===== config.mk =====
export PLATFORM = sky130hd
export DESIGN_NAME = demux_1by16_deser
export DESIGN_NICKNAME = d
export VERILOG_FILES = /design/src/rtl/demux_1by16_deser.sv
export SDC_FILE = /design/constraint.sdc
export NUM_CORES = 1
export LEC_CHECK = 0
export CAP_MARGIN = 20
export CORE_MARGIN = 5
export CORE_UTILIZATION = 45
export DETAILED_ROUTE_END_ITERATION = 10
export PLACE_DENSITY_LB_ADDON = 0.1
export SLEW_MARGIN = 10
export SYNTH_ARGS = -nofsm -noshare
export SYNTH_HDL_FRONTEND = slang
export SYNTH_SLANG_ARGS = --single-unit

===== constraint.sdc =====
create_clock -name clk -period 2.1 [get_ports clk]
set_input_delay 0.42 -clock clk [delete_from_list [all_inputs] [get_ports clk]]
set_output_delay 0.42 -clock clk [all_outputs]
set_load 0.01 [all_outputs]

===== src/rtl/demux_1by16_deser.sv =====
// ---------------------------------------------------------------------------
// demux_1by16_deser
//
// Serial-to-parallel receiver. This is the receive end of a 16:1
// select-and-serialize link. A slot counter acts as the demux select.
// Each accepted serial bit is written into the word slot that the counter
// addresses. Bit k of a frame lands in out_word[k], so the frame arrives
// LSB first.
//
// When the 16th bit is accepted, the assembled word is handed to a
// valid/ack output register. If a finished word replaces one that was
// never acknowledged, the sticky overrun flag is raised.
//
// Ports
//   clk       in   1      rising-edge clock
//   rst       in   1      asynchronous, active-high reset
//   start     in   1      arm/restart frame collection (single-cycle pulse)
//   d_in      in   1      serial data bit
//   d_valid   in   1      d_in is valid this cycle
//   out_ack   in   1      consumer accepts out_word
//   sel       out  SEL_W  current slot index (demux select)
//   busy      out  1      high while collecting a frame
//   out_word  out  WIDTH  assembled parallel word
//   out_valid out  1      out_word holds an unconsumed word
//   overrun   out  1      a completed word replaced an unconsumed one
// ---------------------------------------------------------------------------
module demux_1by16_deser #(
    parameter int WIDTH = 16,
    parameter int SEL_W = 4
) (
    input  logic             clk,
    input  logic             rst,
    input  logic             start,
    input  logic             d_in,
    input  logic             d_valid,
    input  logic             out_ack,
    output logic [SEL_W-1:0] sel,
    output logic             busy,
    output logic [WIDTH-1:0] out_word,
    output logic             out_valid,
    output logic             overrun
);

    typedef enum logic {
        IDLE,
        COLLECT
    } state_t;

    state_t             r_state;
    logic [SEL_W-1:0]   r_sel;
    logic [WIDTH-1:0]   r_slot;
    logic [WIDTH-1:0]   r_outWord;
    logic               r_outValid;
    logic               r_overrun;

    logic               w_accept;
    logic               w_complete;

    // A serial bit is only taken while collecting.
    // A start pulse in the same cycle wins, so that bit is dropped.
    // The frame completes on the bit that lands in the last slot.
    assign w_accept   = (r_state == COLLECT) && d_valid && !start;
    assign w_complete = w_accept && (r_sel == SEL_W'(WIDTH - 1));

    // Collection state machine and output handshake register.
    //
    // The final word is built from the stored slots plus the live d_in.
    // This presents the word on the cycle right after the last bit,
    // with no extra assembly cycle.
    //
    // A completion always loads a new word. It flags overrun only when
    // the previous word is still pending and is not being acked in the
    // same cycle.
    always_ff @(posedge clk or posedge rst) begin
        if (rst) begin
            r_state    <= IDLE;
            r_sel      <= '0;
            r_slot     <= '0;
            r_outWord  <= '0;
            r_outValid <= 1'b0;
            r_overrun  <= 1'b0;
        end else begin
            if (start) begin
                // Arm or restart: any partial frame is discarded.
                r_state <= COLLECT;
                r_sel   <= '0;
                r_slot  <= '0;
            end else if (w_accept) begin
                r_slot[r_sel] <= d_in;
                // The counter wraps naturally back to 0 after the last slot.
                r_sel         <= r_sel + SEL_W'(1);
                if (w_complete) begin
                    r_state <= IDLE;
                end
            end

            if (w_complete) begin
                r_outWord  <= {d_in, r_slot[WIDTH-2:0]};
                r_outValid <= 1'b1;
                r_overrun  <= r_outValid & ~out_ack;
            end else if (out_ack && r_outValid) begin
                r_outValid <= 1'b0;
                r_overrun  <= 1'b0;
            end
        end
    end

    assign sel       = r_sel;
    assign busy      = (r_state == COLLECT);
    assign out_word  = r_outWord;
    assign out_valid = r_outValid;
    assign overrun   = r_overrun;

endmodule


Word-level counts from Yosys, hierarchy flattened:

Cells that the tools add are included.

* bits in registers: 39
* latch bits: 0
* bits in writable memories: 0
* ROM bits: 0
* input port bits: 6
* output and inout port bits: 23
* word-level logic and storage cells: 35
* memories kept: 0

* $add $sub $neg: 1
* multiply operators: 0
* divide/modulo/power cells: 0
* $lt $le $gt $ge: 2
* eq/ne operators: 1
* shifts and indexed selects: 0
* multiplexer cells: 13
* bitwise gates (word level): 2
* reductions and logical operators: 10

Operator list (number)
* 16-bit two-way mux: 2
* 16-bit bitwise mux: 1
* 4-bit two-way mux: 2
* 1-bit two-way mux: 7
* 2-bit nonzero test: 3
* 1-bit logical AND: 5
* 4-bit by 5-bit less-than comparator with 1-bit output (second input constant): 1
* 4-bit by 1-bit adder with 4-bit output (second input constant): 1
* 1-bit demux with 4-bit select: 1
* 4-bit == test (second input constant): 1
* 4-bit by 1-bit greater-or-equal comparator with 1-bit output (second input constant): 1
* 2-bit AND reduction: 1
* 1-bit AND: 1
* 1-bit zero test: 1
* 1-bit NOT: 1

Logic depth before layout (Yosys ltp):

* depth after elaboration: 7
* depth in mapped cells: 5

Worst setup path after synthesis:

Ideal clock, no wire load.

* path kind: reg-to-reg
* start point: register r_sel[0], in the netlist sel[0]
* end point: register r_outWord[0], in the netlist out_word[0]
* setup time: 125 ps
* arrival time: 1472 ps
* setup slack: 503 ps
* cell stages (with the launch flop): 6
* clock period less this slack: 1597 ps
* cells stage by stage: dfrtp_1 ha_1 nand2b_1 nor2_8 buf_12 mux2_4

* cells in the longest elaborated chain, start to end: 2

RTL lines
* from (decl): RTL line 50 `logic [SEL_W-1:0] r_sel;`
* from (signal assigned): RTL line 91 `r_sel <= r_sel + SEL_W'(1);`
* 4-bit == test: RTL line 63 `assign w_complete = w_accept && (r_sel == SEL_W'(WIDTH - 1));`
* 1-bit logical AND: RTL line 63
* to (signal assigned): RTL line 98 `r_outWord <= {d_in, r_slot[WIDTH-2:0]};`
* to (decl): RTL line 52 `logic [WIDTH-1:0] r_outWord;`

Every way passes these cells.
A chain may end at the register's enable or synchronous reset.

Worst setup path after layout:

* start point: register r_sel[2], in the netlist sel[2]
* end point: output port sel[2]

RTL lines
* to (decl): RTL line 37 `output logic [SEL_W-1:0] sel,`

No word-level cell between the ends.

==> results_dict.tcl <==
set metrics [dict create \
    status "finished, final reports clean" \
    syn_area_per_cell_sq_um 12.4 \
    die_w_um 72.9 \
    fin_crit_ns 1.90 \
    portBuffers 28 \
    fin_util 0.591 \
    yosysWarnings 0 \
    syn_nets 155 \
    ys_top_cells_by_area "dfrtp_1, mux2i_1, mux2_4, nand2b_1, mux2_2" \
    hold_class "flip-flop to flip-flop" \
    crit_buf_inv 1 \
    drc 0 \
    seq_area_frac_synth 0.534 \
    holdBufCountCts 0 \
    crit_chain "clkdlybuf4s50_1" \
    nNetsFinal 189 \
    setup_viol 0 \
    synth_seq_cells 38 \
    die_area_sq_mm 0.00531 \
    core_area_sq_mm 0.00374 \
    clk_latency_ns 0.29 \
    hold_viol 0 \
    antenna_found_initial 0 \
    drt_iter0_drc 40 \
    vias 1143 \
    gp_congestion 0.730 \
    cts_tree "done" \
    max_freq_ghz 0.527 \
    worstPathMaxFanout 9 \
    worstPathArrival_ns 1.48 \
    cts_resized 0 \
    cp-start-kind "flip-flop" \
    overflow 0 \
    worst_slew_pin_slew_ns 0.472 \
    grt_max_degree 39 \
    cts.htree.levels 2 \
    clockBufferDepth 2 \
    p_per_area_mw_per_mm2 619 \
    avgRoutedWirePerCell_um 15.5 \
    synth_area_leader_cell "dfrtp_1" \
    netlist.area_leader.share 0.534 \
    cts_root_buffer "clkbuf_8" \
    ys_types 27 \
    row_count 22 \
    path_class "flip-flop to output pin" \
    routed_via_density 5.04 \
    start_util 0.476 \
    ant_nets 0 \
    clock_sinks 38 \
    slew_headroom 0.685 \
    cp_slowest_stage_delay_ns 0.61 \
    max_cap_violations 0 \
    drive_above_1_share 0.173 \
    drtPass1Iterations 6 \
    clk_pin_slew_ns 0.08 \
    postCtsSetupRepairBufs 0 \
    syn_area_sq_mm 0.00178 \
    critPathRequiredTime_ns 1.68 \
    grt_pass1_vias 1285 \
    diodes 0 \
    cts_inserted_buffers 5 \
    leakagePower_nw 1.09 \
    finClkSkew_ns 0.00525 \
    nFillCells 318 \
    crit_slowest_cell "clkdlybuf4s50_1" \
    synthCells 144 \
    peakVddDrop_mv 0.333 \
    path_delay_family "buffers and inverters" \
    grt_pass1_wl_um 6180 \
    die_height_um 72.9 \
    grt_usage 0.156 \
    finalSetupTns_ns 0 \
    period_share 0.904 \
    syn2layout_area_growth_pct 24.3 \
    hpwl_um 2290 \
    io_pins 29 \
    drv_slew 0 \
    rsz0062_at_grt "false" \
    cp-end-kind "output pin" \
    dp.cells 219 \
    final_cells 227 \
    routed_wirelength_um 3510 \
]
placed cells by master, fill, tap and decap left out, types with 2 or more instances in the layout:
| cell | n |
|---|---|
| inv_1 | 5 |
| mux2_2 | 8 |
| clkdlybuf4s50_1 | 28 |
| nand2_1 | 13 |
| mux2i_1 | 14 |
| ha_1 | 5 |
| nor2_1 | 5 |
| mux2_4 | 8 |
| nand3_1 | 6 |
| and3_1 | 3 |
| nand2b_1 | 16 |
| dfrtp_1 | 38 |
| clkbuf_8 | 6 |
| o21ai_0 | 2 |
| a21oi_1 | 2 |
| xnor2_1 | 2 |
| buf_4 | 5 |
| nor2b_1 | 2 |
synthesized netlist by cell type:
| cell type | instances |
|---|---|
| dfrtp_1 | 38 |
| nand2b_1 | 16 |
| mux2i_1 | 14 |
| nand2_1 | 13 |
| mux2_2 | 8 |
| mux2_4 | 8 |
| nand3_1 | 6 |
| ha_1 | 5 |
| inv_1 | 5 |
| nor2_1 | 5 |
| clkbuf_1 | 4 |
| and3_1 | 3 |
| a21oi_1 | 2 |
| nor2b_1 | 2 |
| o21ai_0 | 2 |
| xnor2_1 | 2 |
| and2_0 | 1 |
| and2b_1 | 1 |
| buf_12 | 1 |
| buf_2 | 1 |
| nand4_4 | 1 |
| nor2_8 | 1 |
| o21a_1 | 1 |
| o22ai_1 | 1 |
| o31a_1 | 1 |
| o31ai_1 | 1 |
| or3_1 | 1 |
per-layer routing:
| metal | up-vias | wire length (um) | track usage |
|---|---|---|---|
| met5 | - | 0 | 0 |
| met4 | 0 | 68 | 0.0717 |
| met1 | 564 | 1600 | 0.201 |
| met3 | 7 | 154 | 0.0537 |
| li1 | 549 | - | - |
| met2 | 23 | 1680 | 0.233 |
sequential cells by signal (all words and copies together) (netlist names):
register	count
sel	4
out_valid	1
r_slot	15
overrun	1
busy	1
out_word	16
where the power goes:
group	leakage, nW	internal [mW]	switching [mW]
combinational	0.516	0.0406	0.0546
clock	0.0472	0.264	0.263
sequential	0.524	0.738	0.0105
total	1.09	1.04	0.328
area by class of cell:
class,count,area [sq um],share of cell area
clock buffers,6,82.6,0.0373
multi-input cells,95,771,0.348
well taps,48,60.1,0.0271
flip-flops and latches,38,951,0.430
repair buffers,33,318,0.144
inverters,5,18.8,0.00848
clock inverters,2,12.5,0.00565
worst paths after layout:
kind                             from           end  slack [ns]  cells after the start
max reg2reg                    sel[0]   out_word[8]        0.31                      4
min reg2reg                r_slot[11]  out_word[11]        0.50                      1
min in group asynchronous         rst   out_word[8]        0.54                      3
max in group asynchronous         rst          busy        1.23                      3
min                        r_slot[11]  out_word[11]        0.50                      1
max                            sel[2]        sel[2]        0.20                      1
metrics by stage:
stage	hold slack (ns)	cell area [sq um]	power, mW	setup slack, ns
floorplan	0.471	1780	0.816	0.503
global placement	0.482	2120	0.856	0.124
detailed placement	0.484	2120	0.859	0.0696
CTS	0.506	2210	1.39	0.167
global route	0.531	2210	1.44	0.102
finish	0.503	2210	1.37	0.202
kinds of logic (layout without fill, tap and decap cells):
kind of cell    after synthesis  count (layout)  synth area share
simple gates                 50              50             0.163
flops                        38              38             0.534
mux                          30              30             0.197
buf+inv                      11              46            0.0330
compound gates                8               8            0.0281
fa+ha+maj                     5               5            0.0351
xor+xnor                      2               2           0.00984
Power figures use the tool's default switching activity.
